## src/rtl/aes256_byte_collector_pkg.sv

```systemverilog
// ---------------------------------------------------------------------------
// aes256_byte_collector_pkg
// Shared types and widths for the AES-256 ciphertext byte collector.
//   collector_state_t : FSM encoding (IDLE, REQ, WAIT, OUT)
//   AES_BLK_W         : width of one AES block in bits
//   AES_BYTE_W        : width of one transferred byte
// ---------------------------------------------------------------------------
package aes256_byte_collector_pkg;

  typedef enum logic [1:0] {
    IDLE = 2'd0,
    REQ  = 2'd1,
    WAIT = 2'd2,
    OUT  = 2'd3
  } collector_state_t;

  localparam int AES_BLK_W  = 128;
  localparam int AES_BYTE_W = 8;

endpackage

```

## src/rtl/aes256_byte_collector.sv

```systemverilog
// ---------------------------------------------------------------------------
// aes256_byte_collector
// Pulls the 16 ciphertext bytes of one AES block from the loading core, one
// request per byte, packs them into a 128-bit block (first byte in the top
// byte) and offers the block downstream.
//
// Handshakes:
//   byte side  : po_next_val_req pulses for one cycle; the core answers with
//                pi_next_val_ready (+pi_data) one or more cycles later. A
//                strobe is only accepted while the FSM is in WAIT.
//   block side : po_block_valid stays high and po_block stays stable until
//                pi_block_ready is seen high; the transfer happens on the
//                cycle where valid & ready are both 1.
//
// Ports:
//   clk               clock, rising edge
//   rst               asynchronous, active-low reset
//   pi_enc_done       pulse: new ciphertext block available in the core
//   po_next_val_req   pulse: request next byte
//   pi_next_val_ready byte strobe, pi_data valid
//   pi_data           ciphertext byte
//   po_block_valid    assembled block available
//   pi_block_ready    consumer accepts the block
//   po_block          assembled block, first byte in [127:120]
//   po_byte_cnt       bytes received in current block (saturates at 15)
//   po_busy           FSM not idle
//   po_timeout        pulse: byte wait expired, block dropped
//   po_overrun        pulse: pi_enc_done arrived while busy (ignored)
//   po_state          current FSM state, for observation
// ---------------------------------------------------------------------------
module aes256_byte_collector
  import aes256_byte_collector_pkg::*;
#(
  parameter int BYTES_PER_BLK = 16,
  parameter int TIMEOUT_CYC   = 64
) (
  input  logic                  clk,
  input  logic                  rst,
  input  logic                  pi_enc_done,
  output logic                  po_next_val_req,
  input  logic                  pi_next_val_ready,
  input  logic [AES_BYTE_W-1:0] pi_data,
  output logic                  po_block_valid,
  input  logic                  pi_block_ready,
  output logic [AES_BLK_W-1:0]  po_block,
  output logic [3:0]            po_byte_cnt,
  output logic                  po_busy,
  output logic                  po_timeout,
  output logic                  po_overrun,
  output collector_state_t      po_state
);

  localparam int              TO_W     = $clog2(TIMEOUT_CYC);
  localparam logic [TO_W-1:0] TO_LAST  = TO_W'(TIMEOUT_CYC - 1);
  localparam logic [3:0]      CNT_LAST = 4'(BYTES_PER_BLK - 1);

  collector_state_t       r_state;
  logic [3:0]             r_byte_cnt;
  logic [TO_W-1:0]        r_to_cnt;
  logic [AES_BLK_W-1:0]   r_sr;
  logic                   r_timeout;
  logic                   r_overrun;

  always_ff @(posedge clk or negedge rst) begin
    if (!rst) begin
      r_state    <= IDLE;
      r_byte_cnt <= '0;
      r_to_cnt   <= '0;
      r_sr       <= '0;
      r_timeout  <= 1'b0;
      r_overrun  <= 1'b0;
    end else begin
      r_timeout <= 1'b0;
      // A new block while busy is dropped here; the core keeps it.
      r_overrun <= pi_enc_done && (r_state != IDLE);

      case (r_state)
        IDLE: begin
          if (pi_enc_done) begin
            r_state    <= REQ;
            r_byte_cnt <= '0;
          end
        end

        REQ: begin
          r_state  <= WAIT;
          r_to_cnt <= '0;
        end

        WAIT: begin
          if (pi_next_val_ready) begin
            r_sr <= {r_sr[AES_BLK_W-AES_BYTE_W-1:0], pi_data};
            if (r_byte_cnt == CNT_LAST) begin
              // Count holds at 15 in OUT; it only returns to 0 on the transfer.
              r_state <= OUT;
            end else begin
              r_byte_cnt <= r_byte_cnt + 4'd1;
              r_state    <= REQ;
            end
          end else if (r_to_cnt == TO_LAST) begin
            r_timeout  <= 1'b1;
            r_byte_cnt <= '0;
            r_state    <= IDLE;
          end else begin
            r_to_cnt <= r_to_cnt + 1'b1;
          end
        end

        OUT: begin
          if (pi_block_ready) begin
            r_state    <= IDLE;
            r_byte_cnt <= '0;
          end
        end

        default: r_state <= IDLE;
      endcase
    end
  end

  // All outputs are decodes of registers only.
  assign po_next_val_req = (r_state == REQ);
  assign po_block_valid  = (r_state == OUT);
  assign po_busy         = (r_state != IDLE);
  assign po_block        = r_sr;
  assign po_byte_cnt     = r_byte_cnt;
  assign po_timeout      = r_timeout;
  assign po_overrun      = r_overrun;
  assign po_state        = r_state;

endmodule

```

## config.mk

```make
export PLATFORM = sky130hd
export DESIGN_NAME = aes256_byte_collector
export DESIGN_NICKNAME = d
export VERILOG_FILES = /design/src/rtl/aes256_byte_collector_pkg.sv /design/src/rtl/aes256_byte_collector.sv
export SDC_FILE = /design/constraint.sdc
export NUM_CORES = 1
export LEC_CHECK = 0
export CELL_PAD_IN_SITES_DETAIL_PLACEMENT = 0
export CELL_PAD_IN_SITES_GLOBAL_PLACEMENT = 1
export CORE_MARGIN = 5
export CORE_UTILIZATION = 43
export CTS_CLUSTER_SIZE = 16
export DETAILED_ROUTE_END_ITERATION = 6
export DONT_BUFFER_PORTS = 1
export GPL_TIMING_DRIVEN = 0
export PLACE_DENSITY_LB_ADDON = 0.15
export RECOVER_POWER = 50
export SETUP_SLACK_MARGIN = 0.02
export SYNTH_ARGS = -nofsm -noshare
export SYNTH_HDL_FRONTEND = slang
export SYNTH_SLANG_ARGS = --single-unit
```

## constraint.sdc

```tcl
create_clock -name clk -period 2.5 [get_ports clk]
set_input_delay 0.5 -clock clk [delete_from_list [all_inputs] [get_ports clk]]
set_output_delay 0.5 -clock clk [all_outputs]
set_load 0.005 [all_outputs]
```

; ---- Word level (Yosys, flattened, before mapping)
; Index checks and enable logic that the tools add are counted.
[word_totals]
regBits = 142
wordCells = 46
[op_classes]
addsub = 2
n_eq_ne = 11
n_reduce_logical = 9
muxes = 18
[op_table]
columns = cell, count
row1 = $mux 4, 5
row2 = $mux 6, 2
row3 = $pmux 4 s3, 1
row4 = $pmux 6 s2, 1
row5 = $mux 2, 5
row6 = $pmux 2 s4, 1
row7 = $add 6x1->6 const B, 1
row8 = $eq 6x6->1 const B, 1
row9 = $ne 2x2->1 const B, 3
row10 = $ne 3x3->1 const B, 2
row11 = $reduce_and 3->1, 2
row12 = $reduce_and 5->1, 1
row13 = $add 4x1->4 const B, 1
row14 = $eq 2x2->1 const B, 2
row15 = $eq 4x4->1 const B, 1
row16 = $reduce_bool 2->1, 2
row17 = $mux 1, 3
row18 = $reduce_bool 3->1, 1
row19 = $eq 2x1->1 const B, 1
row20 = $logic_not 2->1, 1
row21 = $ne 2x1->1 const B, 1
row22 = $reduce_and 2->1, 1
row23 = $logic_and 1x1->1, 1

; ---- Longest topological paths before layout
; Gate-level depths: netlist of the first run.
[logic_depth]
ltp_word = 4
ltp_mapped = 8

; ---- Worst setup path before layout of the first run
; OpenSTA, ideal clock, no wires.
[synth_path]
path_kind = register to register
start = register r_state[0], in the netlist po_state[0]
end = register r_byte_cnt[0], in the netlist po_byte_cnt[0]
required_time_ns = 2.375
n_path_buf = 0
period_less_slack_ns = 1.761
path_slack_ns = 0.739
path_stages_with_launch = 6
t_arrival_ns = 1.636
path_cell_list = dfrtp_1 > inv_1 > ha_1 > nor2b_1 > nand4b_4 > mux2_4
[synth_via]
elab_chain_len = 3
[synth_lines]
columns = item, line_no
row1 = start: declaration, aes256_byte_collector.sv:57  ; collector_state_t r_state;
row2 = start signal: assignment, aes256_byte_collector.sv:66  ; r_state <= IDLE;
row3 = start signal: assignment, aes256_byte_collector.sv:80  ; r_state <= REQ;
row4 = start signal: assignment, aes256_byte_collector.sv:86  ; r_state <= WAIT;
row5 = $eq 2x2->1 or $logic_not 2->1 (tied branches), aes256_byte_collector.sv:77  ; case (r_state)
row6 = $ne 3x3->1 (no line) (tied with other cells), --
row7 = $reduce_and 5->1 (no line), --
row8 = end signal: assignment, aes256_byte_collector.sv:97  ; r_byte_cnt <= r_byte_cnt + 4'd1;
row9 = end: declaration, aes256_byte_collector.sv:58  ; logic [3:0] r_byte_cnt;
; Several ways; a longest one is shown, not always the timed one.
; A chain may end at the register's enable or synchronous reset.

; ---- Worst setup path in the final report of the first run
[layout_path]
start = register r_state[1], in the netlist po_state[1]
end = register r_byte_cnt[0], in the netlist po_byte_cnt[0]
; Same word-level chain as after synthesis.

==> results of run 1 <==
[metal layers]
| metal | vias up | part of all wire | wire [um] |
|---|---|---|---|
| met4 | 0 | 0.013 | 149 |
| met1 | 1551 | 0.39 | 4590 |
| met2 | 104 | 0.48 | 5590 |
| met5 | - | 0 | 0 |
| li1 | 1315 | - | - |
| met3 | 11 | 0.11 | 1340 |
[where the power goes]
part           total (mW)  internal (mW)  leakage [nW]  switching, mW
clock                2.59           1.68         0.299          0.916
combinational        1.52          0.864         0.995          0.653
sequential           3.69           2.95          1.89          0.734
[synthesized netlist by cell type (all sizes together)]
library cell | instances | area, sq um
a21oi | 1 | 5.00
nand3 | 5 | 37.5
nand2b | 2 | 12.5
o221ai | 1 | 8.76
o21bai | 1 | 7.51
a41oi | 1 | 8.76
dfrtp | 142 | 3550
and3 | 6 | 41.3
o2bb2ai | 1 | 8.76
ha | 7 | 87.6
xor2 | 2 | 17.5
xnor2 | 1 | 8.76
inv | 7 | 26.3
a211oi | 1 | 7.51
or3 | 1 | 6.26
o211ai | 2 | 28.8
o311ai | 1 | 8.76
and2 | 1 | 6.26
a31oi | 3 | 18.8
nor2b | 3 | 18.8
nand3b | 1 | 7.51
a211o | 1 | 8.76
o2111ai | 2 | 17.5
and3b | 1 | 8.76
a2bb2oi | 1 | 26.3
nor3 | 1 | 5.00
nor2 | 5 | 18.8
buf | 15 | 96.3
nand2 | 4 | 25.0
mux2 | 130 | 1470
o21ai | 2 | 10.0
nand4b | 1 | 23.8
nor4 | 2 | 12.5
[state kept, by name, indices dropped and copies added (netlist names)]
signal       flops
po_block       128
r_to_cnt         6
po_byte_cnt      4
po_state         2
po_overrun       1
po_timeout       1
[layout make-up]
cell class                      count  area [sq um]  share of cell area
Buffer                             15          96.3              0.0149
Clock buffer                       23           488              0.0752
Clock inverter                      9           133              0.0204
Inverter                            7          26.3             0.00405
Multi-Input combinational cell    191          1970               0.304
Sequential cell                   142          3550               0.548
Tap cell                          172           215              0.0332
[kinds of logic (layout without fill, tap and decap cells)]
family | Yosys count | count (layout)
AOI/OAI and AO/OA | 18 | 18
xor gates and xnor gates | 3 | 3
adders and majority gates | 7 | 7
buffers and inverters | 22 | 54
DFF | 142 | 142
muxes | 130 | 130
and+or+nand+nor | 33 | 33
[per-stage QoR]
| step | hold WS (ns) | total power, mW | setup slack [ns] | instance area (sq um) | util |
|---|---|---|---|---|---|
| floorplan | 0.204 | 4.75 | 0.739 | 5650 | - |
| global placement | 0.209 | 5.25 | 0.407 | 5870 | 0.459 |
| detailed placement | 0.209 | 5.31 | 0.420 | 5870 | 0.459 |
| CTS | -0.237 | 7.94 | 0.409 | 6490 | 0.508 |
| global route | -0.244 | 8.28 | 0.252 | 6490 | 0.508 |
| finish | -0.214 | 7.79 | 0.435 | 6490 | 0.508 |
[worst max-delay path, cell delays in order (launching register included)]
cell      delay [ns]
dfrtp_1         0.47
inv_1           0.12
ha_1            0.43
nor2b_1         0.37
nand4b_4        0.25
mux2_4          0.31
[worst paths after layout]
check	endpoint	slack, ns	cells past startpoint
hold reg to reg	po_block[125]	0.52	1
min in group clk	po_timeout	0.18	1
setup reg to reg	po_byte_cnt[0]	0.44	5
hold / removal	po_block[120]	-0.21	0
setup / recovery	po_byte_cnt[0]	0.44	5
max in group asynchronous	po_block[70]	2.44	0
==> reports/qor.txt, run 1 <==
Fin crit share = 0.826
Slew headroom = 0.759
Worst-margin pin slew = 0.358 ns
Synth warnings = 0
Req. time, crit path = 2.79 ns
Final cell count without fillers = 559
Gr busiest metal = met2
Maximum resistive drop on vdd = 0.646 mV
Pre-Repair DR Iteration Count = 4
Via count = 2981
Max Cap Viol = 0
DRC violations left = 0
Synth Instances = 355
Initial antenna violation count = 0
Initial Util = 0.442
Detail Placement HPWL = 8.35 mm
Layout cells sized above 1 = 0.385
RR Startpoint = po_state[1]
1st-iter DRT viols = 140
Clock slew at reported path FFs = 0.06 ns
Crit start category = flop
Status = finished with violations
Most common cell after layout, fill and taps aside = dfrtp_1
DIE AREA = 15500 sq um
Die width = 125 um
Clk Latency, worst-skew pair = 0.41 ns
Layout area overhead = 14.8%
Simple-Gate Fraction of Synth Area = 0.0396
Via-per-instance ratio = 5.33
First-pass GRT wire length = 19.1 mm
Root buf cell = clkbuf_16
Clock buffer depth = 2
Routed wire length per instance = 20.9 um
GPL Wtd Cong = 0.793
Combinational family with the most area after synthesis = multiplexers
RSZ-0062 raised after global routing = false
Post-synthesis register bit count = 142
All-Layer GR Usage = 0.157
Number of global-route vias before repair = 3223
Drt total wl = 11.7 mm
CTS tree = done
Core ar. = 12800 sq um
Critical Path Sink Type = flop
PwrDens = 1200 nW/um^2
Crit. Startpoint = po_state[1]
Chip height = 125 um
Pleak = 3.18 nW
Post-route ant nets = 0
Total CTS buffers = 17
# diodes = 0
Critical path class = reg -> reg
Compound-Gate Fraction of Synth Area = 0.0292
Setup violators final = 0
Global routing usage on met1 = 0.181
Largest net degree at the start of global routing = 143
Setup Fix Bufs, Post-CTS = 0
Mux cell area share after synthesis = 0.260
GRT overflow = 0
Failing checks = hold timing
XOR/XNOR Fraction of Synth Area = 0.00465
Met3 Usage GRT = 0.0982
Global routing usage on met2 = 0.239
Critical path arrival = 2.35 ns
Fmax = 0.484 GHz
Min Tclk post-route = 2.06 ns
Count of pins over their slew limit = 0
CTS resizes = 0
Final Hold Viols = 142
# IOs = 152
Clock skew = 0.00637 ns
# H-tree levels = 4
Hold_ws = -0.214 ns
Syn avg cell area = 15.9 sq um
Fin nets = 394
Final TNS setup = 0 ns
Fillers = 1082
Clock sinks = 142
Cell variety after synth = 42
Syn Nets = 375
Row cnt = 41
Adder-Cell Fraction of Synth Area = 0.0155
Placed Instances = 527
Synth Cell Area = 5650 sq um
Register area share after synthesis = 0.629
CP max FO = 7
I/O Buffers = 0
Min-Delay Path Class = in -> async
Commonest cells after routing, fill and taps aside = dfrtp_1, mux2_2, mux2_1
Note: power is estimated with default switching activity, not from simulation.
==> run 2, diff against run 1 <==
==> constraint.sdc (replaced) <==
create_clock -name clk -period 1.9 [get_ports clk]
set_input_delay 0.38 -clock clk [delete_from_list [all_inputs] [get_ports clk]]
set_output_delay 0.38 -clock clk [all_outputs]
set_load 0.005 [all_outputs]
==> run 2 against run 1 <==
Compared with the run above:
- the flow still finishes with violations (hold timing)
- worst hold slack worse by 0.12 ns
- power up 33%
- routed wire length down 0.31%
- final area up 0.83%
- flip-flop and latch count unchanged
- clock skew down 0.0019 ns
- sequential share of layout area down 0.41 points
- largest cell class unchanged
- largest power group unchanged
==> reports/qor.txt, run 2 (synthesized netlist as in run 1, its figures left out) <==
R2R setup slack = 0.11 ns
CP max FO = 7
Initial antenna violation count = 0
Max Cap Viol = 0
RR Endpoint = po_byte_cnt[0]
Flop pwr share = 0.469
Gr busiest metal = met2
Setup Fix Bufs, Post-CTS = 0
Row cnt = 41
Maximum resistive drop on vdd = 0.852 mV
Final Hold Viols = 142
Max incr delay on CP = 0.43 ns
CTS tree = done
Storage element area = 3560 sq um
RR Startpoint = po_state[1]
Status = finished with violations
# diodes = 0
Layout area overhead = 15.7%
Clock sinks = 142
Worst-path cell chain = inv_1, ha_2, nor2b_4, nand4b_4, mux2_4
Via-per-instance ratio = 5.30
Layout cells sized above 1 = 0.398
Fmax = 0.560 GHz
Routed wire length per instance = 20.8 um
Tot Pwr = 10.4 mW
Gate power share = 0.202
Setup violators final = 0
Total CTS buffers = 17
Count of pins over their slew limit = 0
Sw power = 3.05 mW
Fin util = 0.512
First-pass GRT wire length = 19.1 mm
Pleak = 3.20 nW
Number of global-route vias before repair = 3228
RSZ-0062 raised after global routing = false
Pint = 7.31 mW
# IOs = 152
Critical path arrival = 2.07 ns
Die width = 125 um
Worst R2R Path Depth = 5
Min-Delay Path Class = in -> async
I/O Buffers = 0
Switching Fraction = 0.294
Root buf cell = clkbuf_16
Drt total wl = 11.6 mm
Min Tclk post-route = 1.79 ns
Hold_ws = -0.334 ns
Fin crit share = 0.940
Clk Latency, worst-skew pair = 0.41 ns
Clock slew at reported path FFs = 0.06 ns
Core ar. = 12800 sq um
Pre-Repair DR Iteration Count = 4
All-Layer GR Usage = 0.158
Req. time, crit path = 2.19 ns
Crit start category = flop
GRT overflow = 0
PwrDens = 1580 nW/um^2
Multi-input logic area = 1990 sq um
Fillers = 1073
Post-route ant nets = 0
Crit-path slowest cell = dfrtp_2
Via count = 2962
Commonest cells after routing, fill and taps aside = dfrtp_1, mux2_2, mux2_1
DIE AREA = 15500 sq um
Largest net degree at the start of global routing = 143
Detail Placement HPWL = 8.35 mm
Largest delay share family, worst path = flip-flops
Number of flip-flops in the largest register = 128
Critical path class = reg -> reg
Critical Path Sink Type = flop
Slew headroom = 0.758
Worst-margin pin slew = 0.359 ns
Clock skew = 0.00450 ns
Levels on crit path = 5
Failing checks = hold timing
Clk pwr share = 0.329
Global routing usage on met2 = 0.239
# H-tree levels = 4
DRC violations left = 0
CP bufs+invs = 1
Global routing usage on met1 = 0.182
1st-iter DRT viols = 137
Initial Util = 0.442
Chip height = 125 um
Fin nets = 394
GPL Wtd Cong = 0.793
Met3 Usage GRT = 0.0982
Clock buffer depth = 2
Most common cell after layout, fill and taps aside = dfrtp_1
## run 2: how the worst max path moves through the flow
stage | end | slack (ns) | start
2_1_floorplan | po_byte_cnt[0] | 0.14 | po_state[0]
3_3_place_gp | po_byte_cnt[0] | -0.19 | po_state[1]
3_5_place_dp | po_byte_cnt[0] | -0.18 | po_state[1]
4_1_cts | po_byte_cnt[0] | 0.03 | po_state[1]
5_1_grt | po_byte_cnt[0] | 0.02 | po_state[1]
6_report | po_byte_cnt[0] | 0.11 | po_state[1]
## run 2: final cells by class
cell class | count | share of cell area
multi-input combinational | 191 | 0.304
clock buffer | 23 | 0.0746
sequential | 142 | 0.544
clock inverter | 9 | 0.0203
inverter | 7 | 0.00402
tap | 172 | 0.0329
buffer | 15 | 0.0203
## run 2: power by group through the flow
stage / Combinational, mW / Clock [mW] / Sequential [mW]
6_report: 2.09 / 3.40 / 4.86
5_1_grt: 2.32 / 3.66 / 5.03
4_1_cts: 2.11 / 3.50 / 4.90
3_5_place_dp: 2.04 / 0 / 4.95
3_3_place_gp: 1.99 / 0 / 4.92
2_1_floorplan: 1.72 / 0 / 4.54
## run 2: metrics by stage
stage,std cells,hold slack (ns),area (sq um),worst slack [ns],TNS [ns]
floorplan,355,0.0844,5650,0.139,0
global placement,527,0.0891,5870,-0.193,-3.55
detailed placement,527,0.0890,5870,-0.180,-4.34
CTS,559,-0.357,6520,0.0294,0
global route,559,-0.364,6540,0.0230,0
finish,559,-0.334,6540,0.114,0
## run 2: metal layers
layer / vias to the layer above / share of wire
met5: - / 0
met4: 0 / 0.015
met3: 11 / 0.12
met2: 114 / 0.47
met1: 1517 / 0.39
li1: 1320 / -
## run 2: what timing repair did
item / CTS / global route
gates cloned: 0 / 0
setup endpoints to repair: 62 / 72
gates resized for setup: 11 / 7
hold endpoints to repair: 142 / 142
